==> src/rtl/uart_apb_sequencer.sv <==
// APB master for a single UART slave: configures baud/character registers, then
// polls STATUS, draining RX bytes into a holding register and serving TX requesters.
module uart_apb_sequencer #(
    parameter int          NUM_REQ    = 2,
    parameter logic [12:0] BAUD_VALUE = 13'd1,
    parameter logic [2:0]  CHAR_CFG   = 3'b001,
    parameter logic [2:0]  BAUD_FRCTN = 3'd0,
    parameter int          TX_GAP     = 2
) (
    input  logic                   PCLK,
    input  logic                   PRESETN,
    output logic [4:0]             M_PADDR,
    output logic                   M_PSEL,
    output logic                   M_PENABLE,
    output logic                   M_PWRITE,
    output logic [7:0]             M_PWDATA,
    input  logic [7:0]             M_PRDATA,
    input  logic                   M_PREADY,
    input  logic [NUM_REQ-1:0]     REQ_VALID,
    input  logic [8*NUM_REQ-1:0]   REQ_DATA,
    output logic [NUM_REQ-1:0]     REQ_READY,
    output logic                   RX_VALID,
    output logic [7:0]             RX_DATA,
    input  logic                   RX_READY,
    output logic                   CFG_DONE,
    output logic [2:0]             ERR_STICKY,
    input  logic                   ERR_CLR
);
    localparam int IDXW = (NUM_REQ > 1) ? $clog2(NUM_REQ) : 1;

    localparam logic [4:0] ADDR_TXDATA = 5'h00;
    localparam logic [4:0] ADDR_RXDATA = 5'h04;
    localparam logic [4:0] ADDR_CTRL1  = 5'h08;
    localparam logic [4:0] ADDR_CTRL2  = 5'h0C;
    localparam logic [4:0] ADDR_STATUS = 5'h10;
    localparam logic [4:0] ADDR_CTRL3  = 5'h14;

    typedef enum logic [2:0] {S_CFG1, S_CFG2, S_CFG3, S_POLL, S_RDRX, S_WRTX, S_GAP} state_t;
    typedef enum logic [1:0] {PH_IDLE, PH_SETUP, PH_ACCESS} phase_t;

    state_t            r_state, w_state_nxt;
    phase_t            r_phase, w_phase_nxt;
    logic [2:0]        r_gap, w_gap_nxt;
    logic [IDXW-1:0]   r_ptr, r_grant, w_win_idx, w_ptr_nxt;
    logic [7:0]        r_wdata, w_win_data;
    logic              w_win_found;
    logic [NUM_REQ-1:0] w_rot;
    int                w_sum;
    logic              w_done;
    logic              r_rx_valid;
    logic [7:0]        r_rx_data;
    logic              r_cfg_done;
    logic [2:0]        r_err;
    logic              w_unused;

    assign w_unused = ^M_PRDATA[7:5];
    assign w_done   = (r_phase == PH_ACCESS) && M_PREADY;

    // Rotate so bit 0 is the requester at the round-robin pointer.
    assign w_rot     = NUM_REQ'({REQ_VALID, REQ_VALID} >> r_ptr);
    assign w_ptr_nxt = (int'(r_grant) == NUM_REQ - 1) ? '0 : r_grant + 1'b1;

    always_comb begin
        w_win_found = 1'b0;
        w_win_idx   = '0;
        w_win_data  = '0;
        w_sum       = 0;
        for (int k = NUM_REQ - 1; k >= 0; k--) begin
            if (w_rot[k]) begin
                w_win_found = 1'b1;
                w_sum       = int'(r_ptr) + k;
                if (w_sum >= NUM_REQ) w_sum = w_sum - NUM_REQ;
                w_win_idx   = IDXW'(w_sum);
            end
        end
        for (int k = 0; k < NUM_REQ; k++) begin
            if (IDXW'(k) == w_win_idx) w_win_data = REQ_DATA[k*8 +: 8];
        end
    end

    always_comb begin
        w_state_nxt = r_state;
        w_phase_nxt = r_phase;
        w_gap_nxt   = r_gap;
        if (r_state == S_GAP) begin
            if (r_gap == 3'(TX_GAP - 1)) begin
                w_state_nxt = S_POLL;
                w_gap_nxt   = '0;
            end else begin
                w_gap_nxt = r_gap + 3'd1;
            end
        end else begin
            case (r_phase)
                PH_IDLE: begin
                    if (r_state != S_WRTX || w_win_found) w_phase_nxt = PH_SETUP;
                    else                                  w_state_nxt = S_POLL;
                end
                PH_SETUP: w_phase_nxt = PH_ACCESS;
                PH_ACCESS: begin
                    if (M_PREADY) begin
                        w_phase_nxt = PH_IDLE;
                        case (r_state)
                            S_CFG1: w_state_nxt = S_CFG2;
                            S_CFG2: w_state_nxt = S_CFG3;
                            S_CFG3: w_state_nxt = S_POLL;
                            S_POLL: begin
                                if (M_PRDATA[1] && !r_rx_valid)       w_state_nxt = S_RDRX;
                                else if (M_PRDATA[0] && |REQ_VALID)   w_state_nxt = S_WRTX;
                                else                                  w_state_nxt = S_POLL;
                            end
                            S_WRTX: begin
                                w_state_nxt = S_GAP;
                                w_gap_nxt   = '0;
                            end
                            default: w_state_nxt = S_POLL;
                        endcase
                    end
                end
                default: w_phase_nxt = PH_IDLE;
            endcase
        end
    end

    // Handshakes: a requester byte moves when REQ_READY pulses (REQ_VALID must hold until then);
    // the RX byte moves on any clock edge where RX_VALID && RX_READY.
    always_ff @(posedge PCLK or negedge PRESETN) begin
        if (!PRESETN) begin
            r_state    <= S_CFG1;
            r_phase    <= PH_IDLE;
            r_gap      <= '0;
            r_ptr      <= '0;
            r_grant    <= '0;
            r_wdata    <= '0;
            r_rx_valid <= 1'b0;
            r_rx_data  <= '0;
            r_cfg_done <= 1'b0;
            r_err      <= '0;
        end else begin
            r_state <= w_state_nxt;
            r_phase <= w_phase_nxt;
            r_gap   <= w_gap_nxt;
            if (r_state == S_WRTX && r_phase == PH_IDLE && w_win_found) begin
                r_grant <= w_win_idx;
                r_wdata <= w_win_data;
            end
            if (r_state == S_WRTX && w_done) r_ptr <= w_ptr_nxt;
            if (r_state == S_RDRX && w_done) begin
                r_rx_data  <= M_PRDATA;
                r_rx_valid <= 1'b1;
            end else if (r_rx_valid && RX_READY) begin
                r_rx_valid <= 1'b0;
            end
            if (r_state == S_CFG3 && w_done) r_cfg_done <= 1'b1;
            if (ERR_CLR)                          r_err <= '0;
            else if (r_state == S_POLL && w_done) r_err <= r_err | M_PRDATA[4:2];
        end
    end

    assign M_PSEL    = (r_phase != PH_IDLE);
    assign M_PENABLE = (r_phase == PH_ACCESS);

    always_comb begin
        M_PADDR  = '0;
        M_PWRITE = 1'b0;
        M_PWDATA = '0;
        if (M_PSEL) begin
            case (r_state)
                S_CFG1: begin M_PADDR = ADDR_CTRL1;  M_PWRITE = 1'b1; M_PWDATA = BAUD_VALUE[7:0]; end
                S_CFG2: begin M_PADDR = ADDR_CTRL2;  M_PWRITE = 1'b1; M_PWDATA = {BAUD_VALUE[12:8], CHAR_CFG}; end
                S_CFG3: begin M_PADDR = ADDR_CTRL3;  M_PWRITE = 1'b1; M_PWDATA = {5'b0, BAUD_FRCTN}; end
                S_POLL: M_PADDR = ADDR_STATUS;
                S_RDRX: M_PADDR = ADDR_RXDATA;
                S_WRTX: begin M_PADDR = ADDR_TXDATA; M_PWRITE = 1'b1; M_PWDATA = r_wdata; end
                default: M_PADDR = '0;
            endcase
        end
    end

    assign REQ_READY  = (r_state == S_WRTX && w_done) ? (NUM_REQ'(1) << r_grant) : '0;
    assign RX_VALID   = r_rx_valid;
    assign RX_DATA    = r_rx_data;
    assign CFG_DONE   = r_cfg_done;
    assign ERR_STICKY = r_err;

endmodule

==> config.mk <==
export PLATFORM = sky130hd
export DESIGN_NAME = uart_apb_sequencer
export DESIGN_NICKNAME = d
export VERILOG_FILES = /design/src/rtl/uart_apb_sequencer.sv
export SDC_FILE = /design/constraint.sdc
export NUM_CORES = 1
export LEC_CHECK = 0
export ABC_AREA = 1
export CORE_MARGIN = 5
export CORE_UTILIZATION = 28
export DETAILED_ROUTE_END_ITERATION = 6
export RECOVER_POWER = 100
export SYNTH_ARGS = -nofsm -noshare
export SYNTH_HDL_FRONTEND = slang
export SYNTH_SLANG_ARGS = --single-unit
==> constraint.sdc <==
create_clock -name PCLK -period 2.7 [get_ports PCLK]
set_clock_uncertainty 0.1 [all_clocks]
set_input_delay 0.27 -clock PCLK [delete_from_list [all_inputs] [get_ports PCLK]]
set_output_delay 0.27 -clock PCLK [all_outputs]
set_load 0.01 [all_outputs]
**Yosys cells after proc, flatten, opt, wreduce, memory -nomap -nowiden**

Index checks and enable logic that the tools add are counted.

- Register bits: 31
- Input bits: 31
- Output and inout bits: 31
- Logic and storage cells: 98

- Add/subtract/negate cells: 5
- Order comparisons: 2
- Eq/ne operators: 15
- Shift operators: 2
- Multiplexer cells: 35
- Bitwise gates (word level): 2
- Reduce and logical (&&, ||, !) cells: 27

Operator list:

| cell | count |
|---|---|
| $mux 3 | 13 |
| $pmux 5 s5 | 1 |
| $mux 8 | 2 |
| $pmux 8 s2 | 1 |
| $pmux 3 s4 | 1 |
| $reduce_bool 2->1 | 6 |
| $mux 1 | 11 |
| $logic_and 1x1->1 | 10 |
| $eq 3x3->1 const B | 3 |
| $eq 3x1->1 const B | 2 |
| $eq 3x2->1 const B | 2 |
| $mux 2 | 3 |
| $ne 3x3->1 const B | 2 |
| $pmux 2 s3 | 1 |
| $pmux 3 s2 | 1 |
| $reduce_and 3->1 | 2 |
| $mux 5 | 1 |
| $ne 2x1->1 const B | 2 |
| $reduce_and 4->1 | 1 |
| $reduce_or 2->1 | 2 |
| $reduce_or 4->1 | 1 |
| $shr 4x1->2 | 1 |
| $add 3x1->3 const B | 1 |
| $logic_not 3->1 | 1 |
| 16 further kinds | 17 |

**Longest topological paths before layout**

Gate-level depths: netlist (run 1).

- Depth after elaboration: 8
- Gate-level depth with buffers: 8
- Gate-level depth less buffers: 8

**Least setup slack after synthesis (run 1)**

Ideal clock, no wire load.

- Path type: register to output
- Start point: register r_phase[0]
- End point: output REQ_READY[1]
- Arrival time: 1.091 ns
- Required time: 2.330 ns
- Slack: 1.239 ns
- Cell stages (with the launch flop): 6
- Path buffers: 0
- Cells stage by stage: dfrtp_1 > inv_1 > nand2_2 > nor2_4 > nand2_1 > nor2_1

- Word-level cells in the longest chain between the ends: 4

RTL lines:

| element | line | source |
|---|---|---|
| start, declared | 42 | `phase_t r_phase, w_phase_nxt;` |
| start signal, assigned | 140 | `r_phase <= w_phase_nxt;` |
| $eq 2x2->1 | 57 | `assign w_done = (r_phase == PH_ACCESS) && M_PREADY;` |
| $logic_and 1x1->1 | 57 |  |
| $logic_and 1x1->1 | 179 | `assign REQ_READY = (r_state == S_WRTX && w_done) ? (NUM_REQ'(1) << r_grant) : '0;` |
| $mux 2 | 179 |  |
| end, declared | 21 | `output logic [NUM_REQ-1:0] REQ_READY,` |

Every way passes these cells.

**Worst setup path in the final report (run 1)**

- Start point: register r_state[2]
- End point: output REQ_READY[1]

- Word-level cells in the longest chain between the ends: 3

RTL lines:

| element | line | source |
|---|---|---|
| start, declared | 41 | `state_t r_state, w_state_nxt;` |
| start signal, assigned | 139 | `r_state <= w_state_nxt;` |
| $eq 3x3->1 | 179 |  |
| $logic_and 1x1->1 | 179 |  |
| $mux 2 | 179 |  |

Every way passes these cells.

==> flow_summary.html, run 1 <==
<table>
<tr><th>Metric</th><th>Value</th></tr>
<tr><th colspan="2">Setup path</th></tr>
<tr><td>Crit path max fanout</td><td>8</td></tr>
<tr><td>Ordered cell list for the critical path</td><td>inv_1 -&gt; nor2_8 -&gt; nand2_1 -&gt; nor2_1 -&gt; dlygate4sd3_1</td></tr>
<tr><td>CP Data Arrival Time</td><td>2050 ps</td></tr>
<tr><td>Slowest cell on the critical path</td><td>dlygate4sd3_1</td></tr>
<tr><td>Worst setup SP type</td><td>flop</td></tr>
<tr><td>CP Data Required Time</td><td>approximately 2300 ps</td></tr>
<tr><td>Crit Path Category</td><td>reg -&gt; out</td></tr>
<tr><td>Worst reg-to-reg path cell count</td><td>6</td></tr>
<tr><td>Delay of the slowest critical-path stage</td><td>620 ps</td></tr>
<tr><td>Worst Setup End Kind</td><td>primary output</td></tr>
<tr><th colspan="2">Detailed routing</th></tr>
<tr><td>Residual DRC count</td><td>0</td></tr>
<tr><td>Total length of routed met2 wires</td><td>between 2000 and 2500 µm</td></tr>
<tr><td>Total wire length after detailed routing</td><td>4230 µm</td></tr>
<tr><td>Routed length per instance</td><td>between 10 and 15 µm</td></tr>
<tr><td>Met3 wirelength from detailed routing</td><td>~350 µm</td></tr>
<tr><td>Number of DRC violations after detailed-routing iteration 0</td><td>77</td></tr>
<tr><td>Mean number of vias per cell</td><td>4.37</td></tr>
<tr><td>Number of vias in the routed layout</td><td>between 1.5k and 2k</td></tr>
<tr><td>Number of nets with antenna violations after routing</td><td>0</td></tr>
<tr><td>1st-pass router iterations</td><td>6</td></tr>
<tr><td>Highest routed metal layer</td><td>met4</td></tr>
<tr><td>Length of routed wiring on met1</td><td>about 1800 µm</td></tr>
<tr><th colspan="2">Clocking</th></tr>
<tr><td>H-Tree Level Count</td><td>2</td></tr>
<tr><td>Clock sink count</td><td>31</td></tr>
<tr><td>Number of buffers inserted by hold repair at cts</td><td>0</td></tr>
<tr><td>Num CTS Buffers</td><td>5</td></tr>
<tr><td>Later-pin clock latency in the skew report</td><td>roughly 280 ps</td></tr>
<tr><td>Maximum buffer depth of the clock tree</td><td>2</td></tr>
<tr><td>Root buffer cell</td><td>clkbuf_8</td></tr>
<tr><td>Cts repair resizes</td><td>0</td></tr>
<tr><td>TritonCTS clock tree</td><td>built</td></tr>
<tr><td>Clock slew at the register clock pins of the worst setup and hold paths</td><td>60 ps</td></tr>
<tr><td>Number of buffers inserted to repair setup after CTS</td><td>0</td></tr>
<tr><th colspan="2">Placed design</th></tr>
<tr><td>Total placed instance area</td><td>approximately 0.0023 mm²</td></tr>
<tr><td>Port buffer count</td><td>59</td></tr>
<tr><td>DP Wirelength</td><td>~3200 µm</td></tr>
<tr><td>Placer congestion estimate</td><td>0.825</td></tr>
<tr><th colspan="2">Global route</th></tr>
<tr><td>Wire length of the first global-routing pass</td><td>about 7100 µm</td></tr>
<tr><td>Remaining global-route overflow</td><td>0</td></tr>
<tr><td>All-Layer GR Usage</td><td>11.8%</td></tr>
<tr><td>Largest net degree at the start of global routing</td><td>32</td></tr>
<tr><td>Number of global-route vias before repair</td><td>1455</td></tr>
<tr><td>Number of antenna violations at the first check in global routing</td><td>0</td></tr>
<tr><th colspan="2">Floorplanning</th></tr>
<tr><td>Placeable Area</td><td>approximately 0.006 mm²</td></tr>
<tr><td>DIE WIDTH</td><td>88.3 µm</td></tr>
<tr><td>Initial Utilization</td><td>between 20% and 30%</td></tr>
<tr><td>Top-level port count</td><td>62</td></tr>
<tr><td>Die Outline Area</td><td>0.00779 mm²</td></tr>
<tr><td>Row cnt</td><td>28</td></tr>
<tr><td>Height of the chip</td><td>88.3 µm</td></tr>
<tr><th colspan="2">Synthesis</th></tr>
<tr><td>Yosys warnings</td><td>0</td></tr>
<tr><td>Netlist area before placement</td><td>0.00172 mm²</td></tr>
<tr><td>Proportion of register bits with asynchronous set or reset after synthesis</td><td>100%</td></tr>
<tr><td>Synth Area in XOR/XNOR</td><td>1.02%</td></tr>
<tr><td>Most used DFF post-synth</td><td>dfrtp_1</td></tr>
<tr><td>Synth Area in Compound Gates</td><td>16.0%</td></tr>
<tr><td>Number of distinct library cells after synthesis</td><td>29</td></tr>
<tr><td>Number of enable flip-flop cells after synthesis</td><td>0</td></tr>
<tr><td>Largest family of logic cells by synthesized area</td><td>simple AND/OR/NAND/NOR gates</td></tr>
<tr><td>Synthesized flop and latch total</td><td>31</td></tr>
<tr><td>Multiplexer share of the synthesized area</td><td>0%</td></tr>
<tr><td>Synth area leaders</td><td>dfrtp_1 (45%), nand2_1 (10%), inv_1 (7.0%), o21ai_2 (5.6%), o21ai_1 (4.7%)</td></tr>
<tr><td>Share of the synthesized area in the top cell type</td><td>45.2%</td></tr>
<tr><td>Post-synthesis adder-cell area fraction</td><td>0%</td></tr>
<tr><td>Basic-gate share of the synthesized area counting and, or, nand and nor cells</td><td>around a quarter</td></tr>
<tr><td>Mean Syn Cell Area</td><td>around 8.1 µm²</td></tr>
<tr><td>Leading area contributor after synthesis</td><td>dfrtp_1</td></tr>
<tr><td>Sequential share of the synthesized area</td><td>45.2%</td></tr>
<tr><td>Instance count of the mapped netlist</td><td>213</td></tr>
<tr><th colspan="2">Hold path</th></tr>
<tr><td>Hold Path Depth</td><td>1</td></tr>
<tr><td>Hold WC Path Type</td><td>reg -&gt; reg</td></tr>
<tr><th colspan="2">Status</th></tr>
<tr><td>Failing checks</td><td>max-capacitance violations, max-slew violations</td></tr>
<tr><td>Result of the run</td><td>finished with violations</td></tr>
<tr><th colspan="2">Layout</th></tr>
<tr><td>Fraction of final layout cells with drive strength greater than 1</td><td>6.91%</td></tr>
<tr><td>Number of fill cells</td><td>644</td></tr>
<tr><td>Commonest cells after routing, fill and taps aside</td><td>nand2_1 (48), inv_1 (33), dfrtp_1 (31)</td></tr>
<tr><td>Layout Utilization</td><td>approximately two fifths</td></tr>
<tr><td>Most common library cell in the layout ignoring fill and taps</td><td>nand2_1</td></tr>
<tr><td>Number of nets in the finished design</td><td>305</td></tr>
<tr><td>Count of inserted antenna diode cells</td><td>0</td></tr>
<tr><td>Area Overhead vs Synth</td><td>40.0%</td></tr>
<tr><td>Final Cell Area</td><td>between 0.002 and 0.0025 mm²</td></tr>
<tr><th colspan="2">STA</th></tr>
<tr><td>Period utilization</td><td>89.8%</td></tr>
<tr><td>Crit path time final</td><td>2420 ps</td></tr>
<tr><td>Final Setup Violations</td><td>0</td></tr>
<tr><td>Worst slew margin relative to its limit</td><td>-14.1%</td></tr>
<tr><td>Max-slew violations</td><td>32</td></tr>
<tr><td>Final total negative setup slack</td><td>0 ps</td></tr>
<tr><td>Worst slew pin tran</td><td>1710 ps</td></tr>
<tr><td>RSZ-0062 raised after global routing</td><td>false</td></tr>
<tr><td>Maximum clock rate</td><td>0.413 GHz</td></tr>
<tr><td>Final-report hold violation count</td><td>0</td></tr>
<tr><th colspan="2">Flow run</th></tr>
<tr><td>Max-cap violations</td><td>1</td></tr>
<tr><th colspan="2">Power</th></tr>
<tr><td>Worst vdd ir</td><td>0.362 mV</td></tr>
<tr><td>Areal power density over the cells</td><td>886 mW/mm²</td></tr>
<tr><td>LEAKAGE</td><td>1.19 nW</td></tr>
</table>
## through the flow
step	total power, W	setup slack (ps)	hold slack [ps]	std cells
after detailed placement	0.00178	408	349	342
after floorplan	0.00137	1240	-126	214
after global routing	0.00233	62.8	396	350
after CTS	0.00226	282	306	350
final	0.00213	277	352	350
after global placement	0.00175	442	357	342
## state kept, by name, summed over array words and instances (netlist names)
| signal | cells |
|---|---|
| CFG_DONE | 1 |
| r_ptr | 1 |
| r_phase | 2 |
| r_wdata | 8 |
| RX_DATA | 8 |
| r_state | 3 |
| RX_VALID | 1 |
| r_grant | 1 |
| r_gap | 3 |
| ERR_STICKY | 3 |
## path summary, 6_finish.rpt
path                                     end       start  slack (ps)
worst max-delay path            REQ_READY[1]  r_state[2]         280
worst min-delay path                CFG_DONE    CFG_DONE         350
worst max register to register    r_wdata[3]  r_phase[1]         410
worst min register to register      CFG_DONE    CFG_DONE         350
max in group asynchronous           r_gap[2]     PRESETN         630
min in group asynchronous         RX_DATA[6]     PRESETN         870
## critical path: cells and delay by family, from the launching register on
| family | cells | cell delay, ps |
|---|---|---|
| buffers and inverters | 2 | 830 |
| flip-flops | 1 | 470 |
| AND/OR/NAND/NOR | 3 | 460 |
## kinds of logic after synthesis
group,after synthesis
xor+xnor,2
compound gates,44
buf+inv,42
simple gates,93
flops,31
other cells,1
## final cells by class
type,instances,area [µm²],area share (%)
Sequential cell,31,776,32.3
Inverter,35,134,5.58
Clock inverter,2,35.0,1.46
Tap cell,75,93.8,3.91
Timing Repair Buffer,60,594,24.8
Clock buffer,6,82.6,3.44
Multi-Input combinational cell,141,686,28.6
## per-layer routing
metal	vias up	GRT usage [%]
li1	789	-
met1	695	14.8
met2	43	19.3
met3	4	3.45
met4	0	4.53
met5	-	0
## synthesized netlist by cell type, types with 2 or more instances
| cell type | instances |
|---|---|
| buf_6 | 4 |
| dfrtp_1 | 31 |
| buf_4 | 2 |
| o21ai_2 | 11 |
| nand3_2 | 2 |
| nand2_1 | 46 |
| nand2_2 | 3 |
| a21oi_1 | 5 |
| inv_1 | 32 |
| inv_2 | 2 |
| o21ai_1 | 16 |
| nor3_1 | 9 |
| nor2_1 | 18 |
| nor2_4 | 2 |
| nand3_1 | 9 |
| o21ai_0 | 8 |
## where the power goes
group	internal [W]	total (W)	switching [W]
clock	0.000298	0.000471	0.000173
combinational	0.000399	0.000913	0.000514
sequential	0.000618	0.000742	0.000124
Power figures use the tool's default switching activity.
==> run 2, diff against run 1 <==
--- a/config.mk
+++ b/config.mk
@@ -13,3 +13,4 @@
 export SYNTH_ARGS = -nofsm -noshare
 export SYNTH_HDL_FRONTEND = slang
 export SYNTH_SLANG_ARGS = --single-unit
+export TNS_END_PERCENT = 100
==> results of run 2 <==
No change in the layout: final DEF, timing and power equal those of run 1.
